[src/rtl/cva6_ptw_sv32_pkg.sv]
// Shared types for the Sv32 page-table walker.
//   pte_sv32_t        : Sv32 page-table entry layout (RISC-V privileged spec order)
//   tlb_update_sv32_t : update record handed to the Sv32 TLB
//   ptw_sv32_state_e  : walker FSM states
//   PLEN_SV32         : physical address width for Sv32 (34 bits)
package cva6_ptw_sv32_pkg;

  localparam int unsigned PLEN_SV32      = 34;
  // The TLB side always carries a full-width ASID; narrower ASIDs are zero-extended.
  localparam int unsigned ASID_MAX_WIDTH = 9;

  typedef struct packed {
    logic [21:0] ppn;
    logic [1:0]  rsw;
    logic        d;
    logic        a;
    logic        g;
    logic        u;
    logic        x;
    logic        w;
    logic        r;
    logic        v;
  } pte_sv32_t;

  typedef struct packed {
    logic                      valid;
    logic                      is_4M;
    logic [19:0]               vpn;
    logic [ASID_MAX_WIDTH-1:0] asid;
    pte_sv32_t                 content;
  } tlb_update_sv32_t;

  typedef enum logic [1:0] {
    PTW_IDLE,
    PTW_REQ,
    PTW_WAIT,
    PTW_DRAIN
  } ptw_sv32_state_e;

endpackage

[src/rtl/cva6_ptw_sv32_pte_check.sv]
// Combinational Sv32 PTE classifier.
//   pte_i     : PTE as returned by memory
//   lvl_i     : 1 = root level, 0 = leaf level
//   instr_i   : access is an instruction fetch (needs X)
//   store_i   : access is a data store (needs W and D); must already be 0 for fetches
//   descend_o : valid pointer at the root level, walk one level down
//   leaf_ok_o : usable leaf, translation may be installed
//   fault_o   : page fault
// Exactly one of the three outputs is high for any input.
module cva6_ptw_sv32_pte_check
  import cva6_ptw_sv32_pkg::*;
(
  input  pte_sv32_t pte_i,
  input  logic      lvl_i,
  input  logic      instr_i,
  input  logic      store_i,
  output logic      descend_o,
  output logic      leaf_ok_o,
  output logic      fault_o
);

  logic perm_ok;
  logic unused_pte_bits;

  // Fields that play no part in the decision.
  assign unused_pte_bits = ^{pte_i.ppn[21:10], pte_i.rsw, pte_i.g, pte_i.u};

  // Checks are ordered by priority; the first one that trips decides the outcome.
  always_comb begin
    descend_o = 1'b0;
    leaf_ok_o = 1'b0;
    fault_o   = 1'b0;
    perm_ok   = instr_i ? pte_i.x : (store_i ? pte_i.w : pte_i.r);
    if (!pte_i.v || (!pte_i.r && pte_i.w)) begin
      fault_o = 1'b1;
    end else if (!pte_i.r && !pte_i.x) begin
      if (lvl_i) descend_o = 1'b1;
      else       fault_o   = 1'b1;
    end else if (lvl_i && (pte_i.ppn[9:0] != 10'd0)) begin
      // Megapage whose physical base is not 4 MiB aligned.
      fault_o = 1'b1;
    end else if (!perm_ok) begin
      fault_o = 1'b1;
    end else if (!pte_i.a || (store_i && !pte_i.d)) begin
      // A/D bits are never updated by hardware; software must set them first.
      fault_o = 1'b1;
    end else begin
      leaf_ok_o = 1'b1;
    end
  end

endmodule

[src/rtl/cva6_ptw_sv32.sv]
// Sv32 hardware page-table walker.
//   clk_i / rst_ni       : clock, asynchronous active-low reset
//   flush_i              : aborts any walk in progress (SFENCE.VMA / satp write)
//   walk_req_i ...       : TLB miss request (vaddr, instr/store kind, satp root, ASID)
//   mem_*                : single data-cache read port used to fetch PTEs
//   update_o             : one-cycle TLB update pulse (update_instr_o selects ITLB/DTLB)
//   fault_o              : one-cycle page-fault pulse with fault_vaddr_o
//   busy_o               : walk in progress (including draining a flushed read)
module cva6_ptw_sv32
  import cva6_ptw_sv32_pkg::*;
#(
  parameter int unsigned ASID_WIDTH = 1
) (
  input  logic                  clk_i,
  input  logic                  rst_ni,
  input  logic                  flush_i,
  input  logic                  walk_req_i,
  input  logic [31:0]           walk_vaddr_i,
  input  logic                  walk_instr_i,
  input  logic                  walk_store_i,
  input  logic [21:0]           satp_ppn_i,
  input  logic [ASID_WIDTH-1:0] asid_i,
  output logic                  mem_req_o,
  output logic [PLEN_SV32-1:0]  mem_addr_o,
  input  logic                  mem_gnt_i,
  input  logic                  mem_rvalid_i,
  input  logic [31:0]           mem_rdata_i,
  output tlb_update_sv32_t      update_o,
  output logic                  update_instr_o,
  output logic                  busy_o,
  output logic                  fault_o,
  output logic [31:0]           fault_vaddr_o
);

  ptw_sv32_state_e       state_q, state_d;
  logic                  lvl_q, lvl_d;
  logic [31:0]           vaddr_q, vaddr_d;
  logic                  instr_q, instr_d;
  logic                  store_q, store_d;
  logic [ASID_WIDTH-1:0] asid_q, asid_d;
  logic [PLEN_SV32-1:0]  mem_addr_q, mem_addr_d;
  tlb_update_sv32_t      update_q, update_d;
  logic                  update_instr_q, update_instr_d;
  logic                  fault_q, fault_d;
  logic [31:0]           fault_vaddr_q, fault_vaddr_d;

  pte_sv32_t rdata_pte;
  logic      pte_descend, pte_leaf_ok, pte_fault;

  assign rdata_pte = pte_sv32_t'(mem_rdata_i);

  cva6_ptw_sv32_pte_check i_pte_check (
    .pte_i     (rdata_pte),
    .lvl_i     (lvl_q),
    .instr_i   (instr_q),
    .store_i   (store_q),
    .descend_o (pte_descend),
    .leaf_ok_o (pte_leaf_ok),
    .fault_o   (pte_fault)
  );

  // Next-state logic. The PTE address is latched when entering REQ so it
  // cannot move while the request waits for a grant. The level-0 address is
  // built from the root PTE at the moment it is read, so that register also
  // holds the pointer PPN for the second read.
  always_comb begin
    state_d        = state_q;
    lvl_d          = lvl_q;
    vaddr_d        = vaddr_q;
    instr_d        = instr_q;
    store_d        = store_q;
    asid_d         = asid_q;
    mem_addr_d     = mem_addr_q;
    update_d       = '0;
    update_instr_d = 1'b0;
    fault_d        = 1'b0;
    fault_vaddr_d  = '0;

    case (state_q)
      PTW_IDLE: begin
        // A flush in the same cycle wins; the request is dropped, not queued.
        if (walk_req_i && !flush_i) begin
          state_d    = PTW_REQ;
          lvl_d      = 1'b1;
          vaddr_d    = walk_vaddr_i;
          instr_d    = walk_instr_i;
          store_d    = walk_store_i && !walk_instr_i;
          asid_d     = asid_i;
          mem_addr_d = {satp_ppn_i, walk_vaddr_i[31:22], 2'b00};
        end
      end
      PTW_REQ: begin
        // A request granted in the flush cycle still owes us an rvalid.
        if (flush_i)        state_d = mem_gnt_i ? PTW_DRAIN : PTW_IDLE;
        else if (mem_gnt_i) state_d = PTW_WAIT;
      end
      PTW_WAIT: begin
        if (flush_i) begin
          // An rvalid coinciding with the flush is the outstanding one; drop it.
          state_d = mem_rvalid_i ? PTW_IDLE : PTW_DRAIN;
        end else if (mem_rvalid_i) begin
          state_d = pte_descend ? PTW_REQ : PTW_IDLE;
          if (pte_descend) begin
            lvl_d      = 1'b0;
            mem_addr_d = {rdata_pte.ppn, vaddr_q[21:12], 2'b00};
          end
          if (pte_leaf_ok) begin
            update_d.valid   = 1'b1;
            update_d.is_4M   = lvl_q;
            update_d.vpn     = vaddr_q[31:12];
            update_d.asid    = ASID_MAX_WIDTH'(asid_q);
            update_d.content = rdata_pte;
            update_instr_d   = instr_q;
          end
          if (pte_fault) begin
            fault_d       = 1'b1;
            fault_vaddr_d = vaddr_q;
          end
        end
      end
      PTW_DRAIN: begin
        if (mem_rvalid_i) state_d = PTW_IDLE;
      end
      default: state_d = PTW_IDLE;
    endcase
  end

  // State and output registers; reset returns to IDLE with every output low.
  always_ff @(posedge clk_i or negedge rst_ni) begin
    if (!rst_ni) begin
      state_q        <= PTW_IDLE;
      lvl_q          <= 1'b0;
      vaddr_q        <= '0;
      instr_q        <= 1'b0;
      store_q        <= 1'b0;
      asid_q         <= '0;
      mem_addr_q     <= '0;
      update_q       <= '0;
      update_instr_q <= 1'b0;
      fault_q        <= 1'b0;
      fault_vaddr_q  <= '0;
    end else begin
      state_q        <= state_d;
      lvl_q          <= lvl_d;
      vaddr_q        <= vaddr_d;
      instr_q        <= instr_d;
      store_q        <= store_d;
      asid_q         <= asid_d;
      mem_addr_q     <= mem_addr_d;
      update_q       <= update_d;
      update_instr_q <= update_instr_d;
      fault_q        <= fault_d;
      fault_vaddr_q  <= fault_vaddr_d;
    end
  end

  assign mem_req_o      = (state_q == PTW_REQ);
  assign mem_addr_o     = mem_addr_q;
  assign busy_o         = (state_q != PTW_IDLE);
  assign update_o       = update_q;
  assign update_instr_o = update_instr_q;
  assign fault_o        = fault_q;
  assign fault_vaddr_o  = fault_vaddr_q;

endmodule
[config.mk]
export PLATFORM = sky130hd
export DESIGN_NAME = cva6_ptw_sv32
export DESIGN_NICKNAME = d
export VERILOG_FILES = /design/src/rtl/cva6_ptw_sv32_pkg.sv /design/src/rtl/cva6_ptw_sv32_pte_check.sv /design/src/rtl/cva6_ptw_sv32.sv
export SDC_FILE = /design/constraint.sdc
export NUM_CORES = 1
export LEC_CHECK = 0
export BUFFER_PORTS_ARGS = -buffer_cell sky130_fd_sc_hd__buf_2
export CAP_MARGIN = 20
export CORE_MARGIN = 2
export CORE_UTILIZATION = 49
export DETAILED_ROUTE_END_ITERATION = 8
export PLACE_DENSITY = 0.82
export SYNTH_ARGS = -nofsm -noshare
export SYNTH_HDL_FRONTEND = slang
export SYNTH_SLANG_ARGS = --single-unit
[constraint.sdc]
create_clock -name clk_i -period 2.67 [get_ports clk_i]
set_clock_uncertainty 0.05 [all_clocks]
set_input_delay 0.1335 -clock clk_i [delete_from_list [all_inputs] [get_ports clk_i]]
set_output_delay 0.1335 -clock clk_i [all_outputs]
set_load 0.01 [all_outputs]
==> flow_summary.ini, run 1 <==
[global_route]
grt_pass1_wl_mm = 27.4
grt-ovfl-total = 0
antenna_found_initial = 0
grt_usage_pct = 27.5
grt_start_max_net_pins = 90
grt_pass1_vias = 5215

[layout]
fin_util_pct = 72.7
n_antenna_cell = 0
final_area_sq_um = 8800
nets = 887
syn_to_final_growth_pct = 44.1
drive_above_1_share_pct = 36.6

[floorplan]
start_util_pct = 50.4
fp.dieW_microns = 116
die_y_microns = 116
rows = 40
core_area_sq_um = 12100
fp.dieArea_sq_um = 13400
ios = 228

[logic_synthesis]
syn_area_per_cell_sq_um = 12.3
synthArstFlopShare_pct = 100
synth_edf_count = 0
yosysUniqueCellTypes = 34
yosysWarnings = 0
synth_area_sq_um = 6110
yosys_register_bits = 159
synth_area_leaders = dfrtp_1 65%, mux2_2 6.3%, and3_1 5.5%
ys_top_cells_by_count = 159 x dfrtp_1, 67 x nand2_1, 54 x and3_1
yosysTopAreaCell = dfrtp_1
syn-instance-count = 498
synth.top_cell.area_share_pct = 65.2
yosysMostFrequentCell = dfrtp_1
synth-main-ff-cell = dfrtp_1
yosysSeqAreaShare_pct = 65.2

[power_and_ir_drop]
ir_drop_uv = 507
p_sw_mw = 2.28
p_leak_nw = 4.67
combPwrFrac_pct = 24.2
internal_power_mw = 5.18
power_density_nw_per_um2 = 848
p_seq_share_pct = 45.2
clock_power_share_pct = 30.5
switching_share_pct = 30.6

[critical_path]
crit_chain = nor2b_4 -> buf_12 -> mux2i_1 -> dlygate4sd3_1 -> o21ai_0
arrival_ns = 2.62
reg2reg_slack_ns = 0.28
r2r.worst_path.cells = 5
worstReg2RegStart = state_q[1]$_DFFE_PN0P_
cp_max_fo = 22
crit_slowest_cell = dlygate4sd3_1
worstSetupEndpointType = flop
worstSetupPathType = flop to flop
rr_endpoint = mem_addr_o[16]$_DFFE_PN0P_
start_kind = flop
required_ns = 2.90
critPathMaxStageDelay_ns = 0.57

[clock_network]
cts_made_buffers = 17
cts_root_buffer = clkbuf_16
cts.reportedPaths.clkPinSlew_ns = 0.06
worstSkewPairLatency_ns = 0.42
clock_path_buffers = 2
cts_tree = yes
postCtsSetupBuffers = 0
htree_levels = 4
cts.sinks = 159

[sta]
finalSetupTns_ns = 0
rsz0062_at_grt = false
finalHoldViolCount = 1
max_slew_margin_pct = 46.9
finalMaxSlewViolations = 0
timing.fmax_ghz = 0.418
setup-violations-final = 0
timing.hold.ws_ns = -0.00379
post-route-min-period_ns = 2.39
tightest_slew_ns = 0.797
finalCritPeriodShare_pct = 89.6

[detailed_routing]
ant_nets = 0
drcViolationCount = 0
drt-initial-drc-count = 420
viasPerCell = 5.26
drtPass1Iterations = 8
wl_per_cell_microns = 18.5
routed_wl_mm = 18.0
routed-via-count = 5114

[hold_path]
min_delay_worst_endpoint = mem_addr_o[24]$_DFFE_PN0P_
hold_start = satp_ppn_i[12]
whs_path_depth = 3
hold_path_class = input port to flop

[placed_design]
gp_congestion = 0.820
hpwl_mm = 10.4
place_area_sq_um = 7360
io_buffers = 217

[flow_run]
drv_cap = 0

[status]
outcome = finished, violations left
violations = negative hold slack
logic make-up after synthesis:
group | synth area share [%]
other | 0.0614
buffers and inverters | 3.97
AO/OA/AOI/OAI | 4.63
multiplexers | 11.5
AND/OR/NAND/NOR | 14.7
flip-flops | 65.2
how the worst max path moves through the flow:
stage	from	slack, ns	depth (start not counted)	endpoint
final	state_q[1]$_DFFE_PN0P_	0.28	5	mem_addr_o[16]$_DFFE_PN0P_
after global routing	state_q[1]$_DFFE_PN0P_	0.18	5	mem_addr_o[16]$_DFFE_PN0P_
after CTS	state_q[1]$_DFFE_PN0P_	0.34	5	mem_addr_o[16]$_DFFE_PN0P_
after detailed placement	state_q[0]$_DFFE_PN0P_	0.66	3	vaddr_q[18]$_DFFE_PN0P_
after global placement	state_q[0]$_DFFE_PN0P_	0.78	3	vaddr_q[12]$_DFFE_PN0P_
after floorplan	state_q[0]$_DFFE_PN0P_	0.82	5	vaddr_q[16]$_DFFE_PN0P_
power by group through the flow:
stage | combinational [mW] | clock [mW] | sequential (mW)
after floorplan | 0.920 | 0 | 3.38
after global placement | 1.60 | 0 | 3.36
after detailed placement | 1.66 | 0 | 3.39
after CTS | 1.77 | 2.31 | 3.35
after global routing | 1.98 | 2.42 | 3.44
final | 1.81 | 2.28 | 3.37
routing by layer:
layer	GRT usage [%]	up-vias	part of all wire [%]
li1	-	2276	-
met5	0	-	0
met1	31.6	2487	37
met2	47.1	275	51
met4	14.9	0	4.5
met3	7.17	76	7.1
cell usage in the layout, fill, tap and decap left out, types with 10 or more instances in the layout:
cell type and n:
buf_2 216, dfrtp_1 159, dlygate4sd3_1 88, nand2_1 67, and3_1 54, o21ai_0 37, mux2_2 34, nor3_1 32
mux2i_1 32, clkbuf_16 17, conb_1 10
state kept, by name (all words and copies together) (netlist names):
register        flops
fault_o             1
store_q             1
instr_q             1
lvl_q               1
fault_vaddr_o      32
update_instr_o      1
vaddr_q            32
state_q             2
mem_addr_o         32
asid_q              1
update_o           55
cell type report:
| type | count | area [sq um] |
|---|---|---|
| multi-input cells | 298 | 1960 |
| fillers | 805 | 3310 |
| clock inverters | 9 | 85.1 |
| repair buffers | 314 | 2080 |
| inverters | 2 | 7.51 |
| well taps | 168 | 210 |
| flip-flops and latches | 159 | 3980 |
| clock buffers | 23 | 478 |
metrics by stage:
| step | total power [mW] | cells | setup slack [ns] |
|---|---|---|---|
| after floorplan | 4.30 | 507 | 0.819 |
| after global placement | 4.95 | 853 | 0.778 |
| after detailed placement | 5.04 | 853 | 0.664 |
| after CTS | 7.43 | 973 | 0.343 |
| after global routing | 7.84 | 973 | 0.181 |
| final | 7.46 | 973 | 0.278 |
worst max-delay path, delay by kind of cell, from the launching register on:
family                 cells  cell delay (ns)
muxes                      1             0.23
DFF                        1             0.51
and+or+nand+nor            1             0.52
AOI/OAI and AO/OA          1             0.07
buffers and inverters      2             0.84
what timing repair did:
action                                 CTS  global route
gates resized for setup                  0             0
hold buffers                            88             0
endpoints found under the hold margin  175             0
Power figures use the tool's default switching activity.
==> run 2, diff against run 1 <==
- HOLD_SLACK_MARGIN: not set -> 0.03
- PLACE_DENSITY: 0.82 -> 0.85
- SETUP_SLACK_MARGIN: not set -> 0.15
==> flow_summary.ini, run 2 (synthesized netlist as in run 1, its figures left out) <==
[critical_path]
cp_max_fo = 20
path_depth = 5
worstSetupEndpointType = flop
rr_endpoint = mem_addr_o[14]$_DFFE_PN0P_
crit_slowest_cell = dlygate4sd3_1
cp.buffers_inverters = 2
critPathMaxStageDelay_ns = 0.55
crit_start = state_q[1]$_DFFE_PN0P_
worstSetupEndpoint = mem_addr_o[14]$_DFFE_PN0P_
crit_family = buffers and inverters
crit_chain = nor2b_4 -> buf_4 -> mux2i_1 -> dlygate4sd3_1 -> o21ai_0
reg2reg_slack_ns = 0.30
worstReg2RegStart = state_q[1]$_DFFE_PN0P_
required_ns = 2.91
worstSetupPathType = flop to flop
r2r.worst_path.cells = 5
arrival_ns = 2.61
start_kind = flop

[power_and_ir_drop]
ir_drop_uv = 502
power_density_nw_per_um2 = 875
p_leak_nw = 4.70

[sta]
rsz0062_at_grt = false
finalHoldViolCount = 0
layout_setup_ws_ns = 0.297
finalMaxSlewViolations = 0
max_slew_margin_pct = 43.8
post-route-min-period_ns = 2.37
setup-violations-final = 0
tightest_slew_ns = 0.843
timing.hold.ws_ns = 0.0475
finalSetupTns_ns = 0
finalCritPeriodShare_pct = 88.9
timing.fmax_ghz = 0.421

[clock_network]
postCtsHoldBufs = 88
cts.sinks = 159
cts_tree = yes
worstSkewPairLatency_ns = 0.41
cts.reportedPaths.clkPinSlew_ns = 0.06
htree_levels = 4
postCtsSetupBuffers = 0
cts_root_buffer = clkbuf_16
cts-resized-gates = 0
clock_path_buffers = 2
cts_made_buffers = 17

[placed_design]
hpwl_mm = 10.9
place_ws_ns = 0.513
gp_congestion = 0.831
io_buffers = 217

[floorplan]
core_area_sq_um = 12100
fp.dieW_microns = 116
rows = 40
die_y_microns = 116
start_util_pct = 50.4
fp.dieArea_sq_um = 13400
ios = 228

[hold_path]
whs_path_depth = 3
hold_path_class = input port to flop

[detailed_routing]
ant_nets = 0
routed_wl_mm = 19.1
drtPass1Iterations = 5
wl_per_cell_microns = 19.6
drcViolationCount = 0
viasPerCell = 5.29
drt-initial-drc-count = 444
routed-via-count = 5161

[global_route]
use_met2_pct = 49.7
grt_usage_pct = 29.3
grt-ovfl-total = 0
grt_pass1_wl_mm = 29.4
grt_start_max_net_pins = 91
met3_usage_pct = 8.68
grt_use_met1_pct = 33.1
grt_pass1_vias = 5614
antenna_found_initial = 1
busiest_layer = met2

[layout]
layout_commonest_cell = buf_2
fin_util_pct = 73.1
largest_reg_flops = 55
syn_to_final_growth_pct = 45.0
layout_common_cells = 216 x buf_2, 159 x dfrtp_1, 88 x dlygate4sd3_1
drive_above_1_share_pct = 37.1
nets = 890
nFillCells = 763

[flow_run]
drv_cap = 0

[status]
outcome = finished clean
==> run 2: layout make-up <==
class | count | area [sq um] | share of cell area, %
flip-flops and latches | 159 | 3980 | 44.9
repair buffers | 317 | 2080 | 23.4
multi-input cells | 298 | 1960 | 22.2
clock buffers | 22 | 484 | 5.47
well taps | 168 | 210 | 2.37
clock inverters | 9 | 133 | 1.50
inverters | 2 | 7.51 | 0.0848
diodes | 1 | 2.50 | 0.0283
==> run 2: power by group <==
group	internal, mW	switching [mW]
Sequential	2.95	0.440
Clock	1.57	0.942
Combinational	0.874	0.974
Total	5.39	2.36
==> run 2: worst register-to-register path, cell delays in order, from the launching register on <==
cell	delay [ns]
dfrtp_1	0.53
nor2b_4	0.40
buf_4	0.42
mux2i_1	0.24
dlygate4sd3_1	0.55
o21ai_0	0.06
==> run 2: worst min path at each step <==
stage                               from                    endpoint  slack (ns)
after floorplan                   rst_ni          asid_q$_DFFE_PN0P_       -0.21
after global placement            rst_ni       update_o[5]$_DFF_PN0_        0.16
after detailed placement          rst_ni       update_o[9]$_DFF_PN0_        0.17
after CTS                 satp_ppn_i[19]  mem_addr_o[31]$_DFFE_PN0P_        0.03
after global routing       satp_ppn_i[9]  mem_addr_o[21]$_DFFE_PN0P_        0.04
final                     satp_ppn_i[19]  mem_addr_o[31]$_DFFE_PN0P_        0.05
==> run 2: stage by stage <==
stage               std cells  power (mW)  area, sq um
floorplan                 507        4.30         6140
global placement          856        4.96         7350
detailed placement        856        5.07         7350
CTS                       975        7.69         8850
global route              976        8.13         8850
finish                    976        7.75         8850
==> run 2: routing by layer <==
layer / part of all wire (%) / vias to the layer above
li1: - / 2280
met1: 38 / 2511
met2: 50 / 295
met3: 7.7 / 75
met4: 4.3 / 0
met5: 0 / -
==> run 3, diff against run 2 <==
- CELL_PAD_IN_SITES_DETAIL_PLACEMENT: not set -> 1
- CELL_PAD_IN_SITES_GLOBAL_PLACEMENT: not set -> 1
- CORE_UTILIZATION: 49 -> 38
==> flow_summary.ini, run 3 (synthesized netlist as in run 1, its figures left out) <==
[status]
outcome = finished clean

[floorplan]
core_area_sq_um = 15800
fp.dieW_microns = 131
die_y_microns = 131
fp.dieArea_sq_um = 17100
start_util_pct = 38.7
rows = 46
ios = 228

[critical_path]
cp.buffers_inverters = 1
crit_family = simple AND/OR/NAND/NOR gates
start_kind = flop
r2r.worst_path.cells = 4
crit_slowest_cell = buf_4
crit_start = state_q[1]$_DFFE_PN0P_
worstReg2RegStart = state_q[1]$_DFFE_PN0P_
worstSetupPathType = flop to flop
arrival_ns = 2.54
crit_chain = nor4bb_4 -> buf_4 -> nand2_1 -> nor3_1
path_depth = 4
cp_max_fo = 90
critPathMaxStageDelay_ns = 0.72
worstSetupEndpointType = flop
required_ns = 2.95

[sta]
timing.fmax_ghz = 0.441
finalSetupTns_ns = 0
rsz0062_at_grt = false
finalHoldViolCount = 0
max_slew_margin_pct = 44.0
finalCritPeriodShare_pct = 84.8
tightest_slew_ns = 0.840
finalMaxSlewViolations = 0
timing.hold.ws_ns = 0.0386
setup-violations-final = 0
post-route-min-period_ns = 2.27
layout_setup_ws_ns = 0.405

[power_and_ir_drop]
ir_drop_uv = 470
p_sw_mw = 2.38
p_seq_share_pct = 44.4
combPwrFrac_pct = 24.6
internal_power_mw = 5.26
power_density_nw_per_um2 = 858
p_leak_nw = 4.70
clock_power_share_pct = 30.9
switching_share_pct = 31.1

[detailed_routing]
drtPass1Iterations = 4
routed-via-count = 5090
drcViolationCount = 0
wl_per_cell_microns = 19.9
viasPerCell = 4.97
ant_nets = 0
drt-initial-drc-count = 176
routed_wl_mm = 20.3

[clock_network]
worstSkewPairLatency_ns = 0.42
cts_root_buffer = clkbuf_16
cts.sinks = 159
cts.reportedPaths.clkPinSlew_ns = 0.06
clock_path_buffers = 2
htree_levels = 4
cts_tree = yes
cts_made_buffers = 17

[placed_design]
hpwl_mm = 12.8
io_buffers = 217
place_ws_ns = 0.439
gp_congestion = 0.765

[layout]
largest_reg_flops = 55
layout_commonest_cell = buf_2
drive_above_1_share_pct = 37.1
n_antenna_cell = 0
layout_common_cells = 216 x buf_2, 159 x dfrtp_1, 89 x dlygate4sd3_1
nets = 892
syn_to_final_growth_pct = 45.8

[global_route]
grt-ovfl-total = 0
grt_usage_pct = 24.3
grt_pass1_vias = 5714
grt_start_max_net_pins = 91
antenna_found_initial = 0
grt_pass1_wl_mm = 30.9

[hold_path]
hold_start = satp_ppn_i[8]
whs_path_depth = 3
hold_path_class = input port to flop

[flow_run]
drv_cap = 0
run 3: repair_timing:
| action | CTS | global route |
|---|---|---|
| endpoints found under the setup margin | 0 | 1 |
| hold endpoints to repair | 152 | 0 |
| setup buffers | 0 | 3 |
| hold buffers | 89 | 0 |
| gates resized for setup | 0 | 0 |
run 3: metal layers:
layer  global-route usage, %  up-vias  share of wire [%]
met5                       0        -                  0
met4                    8.45        0                1.8
met3                    8.14       37                6.8
met2                    44.4      187                 53
met1                    26.3     2583                 38
li1                        -     2283                  -
run 3: area by class of cell:
class                      count  area (sq um)
clock buffer                  19           453
clock inverter                11           116
fill                        1700          6860
inverter                       2          7.51
multi-input combinational    298          1960
sequential                   159          3980
tap                          216           270
timing repair buffer         319          2120
run 3: worst min-delay path, cell delays in order:
cell,delay [ns]
buf_2,0.08
mux2i_1,0.07
o21ai_0,0.17
run 3: power by group through the flow:
stage	registers (mW)	clock network, mW	logic, mW
floorplan	3.38	0	0.920
global placement	3.36	0	1.61
detailed placement	3.43	0	1.72
CTS	3.39	2.41	1.84
global route	3.47	2.51	2.06
finish	3.39	2.36	1.88
run 3: final timing paths:
| kind | slack (ns) | to |
|---|---|---|
| max in group asynchronous | 1.54 | update_o[48]$_DFF_PN0_ |
| worst max-delay path | 0.40 | fault_vaddr_o[27]$_DFF_PN0_ |
| worst min-delay path | 0.04 | mem_addr_o[20]$_DFFE_PN0P_ |
| min in group asynchronous | 0.21 | update_o[12]$_DFF_PN0_ |
| worst max register to register | 0.40 | fault_vaddr_o[27]$_DFF_PN0_ |
| worst min register to register | 0.43 | mem_addr_o[3]$_DFFE_PN0P_ |
run 3: stage by stage:
step                      power (mW)  utilization [%]  std cells  instance area [sq um]
after global placement          4.96             47.1        902                   7420
after global routing            8.04             56.5       1024                   8910
final                           7.64             56.5       1024                   8910
after detailed placement        5.15             47.1        902                   7420
after CTS                       7.64             56.3       1021                   8880
after floorplan                 4.30                -        507                   6140
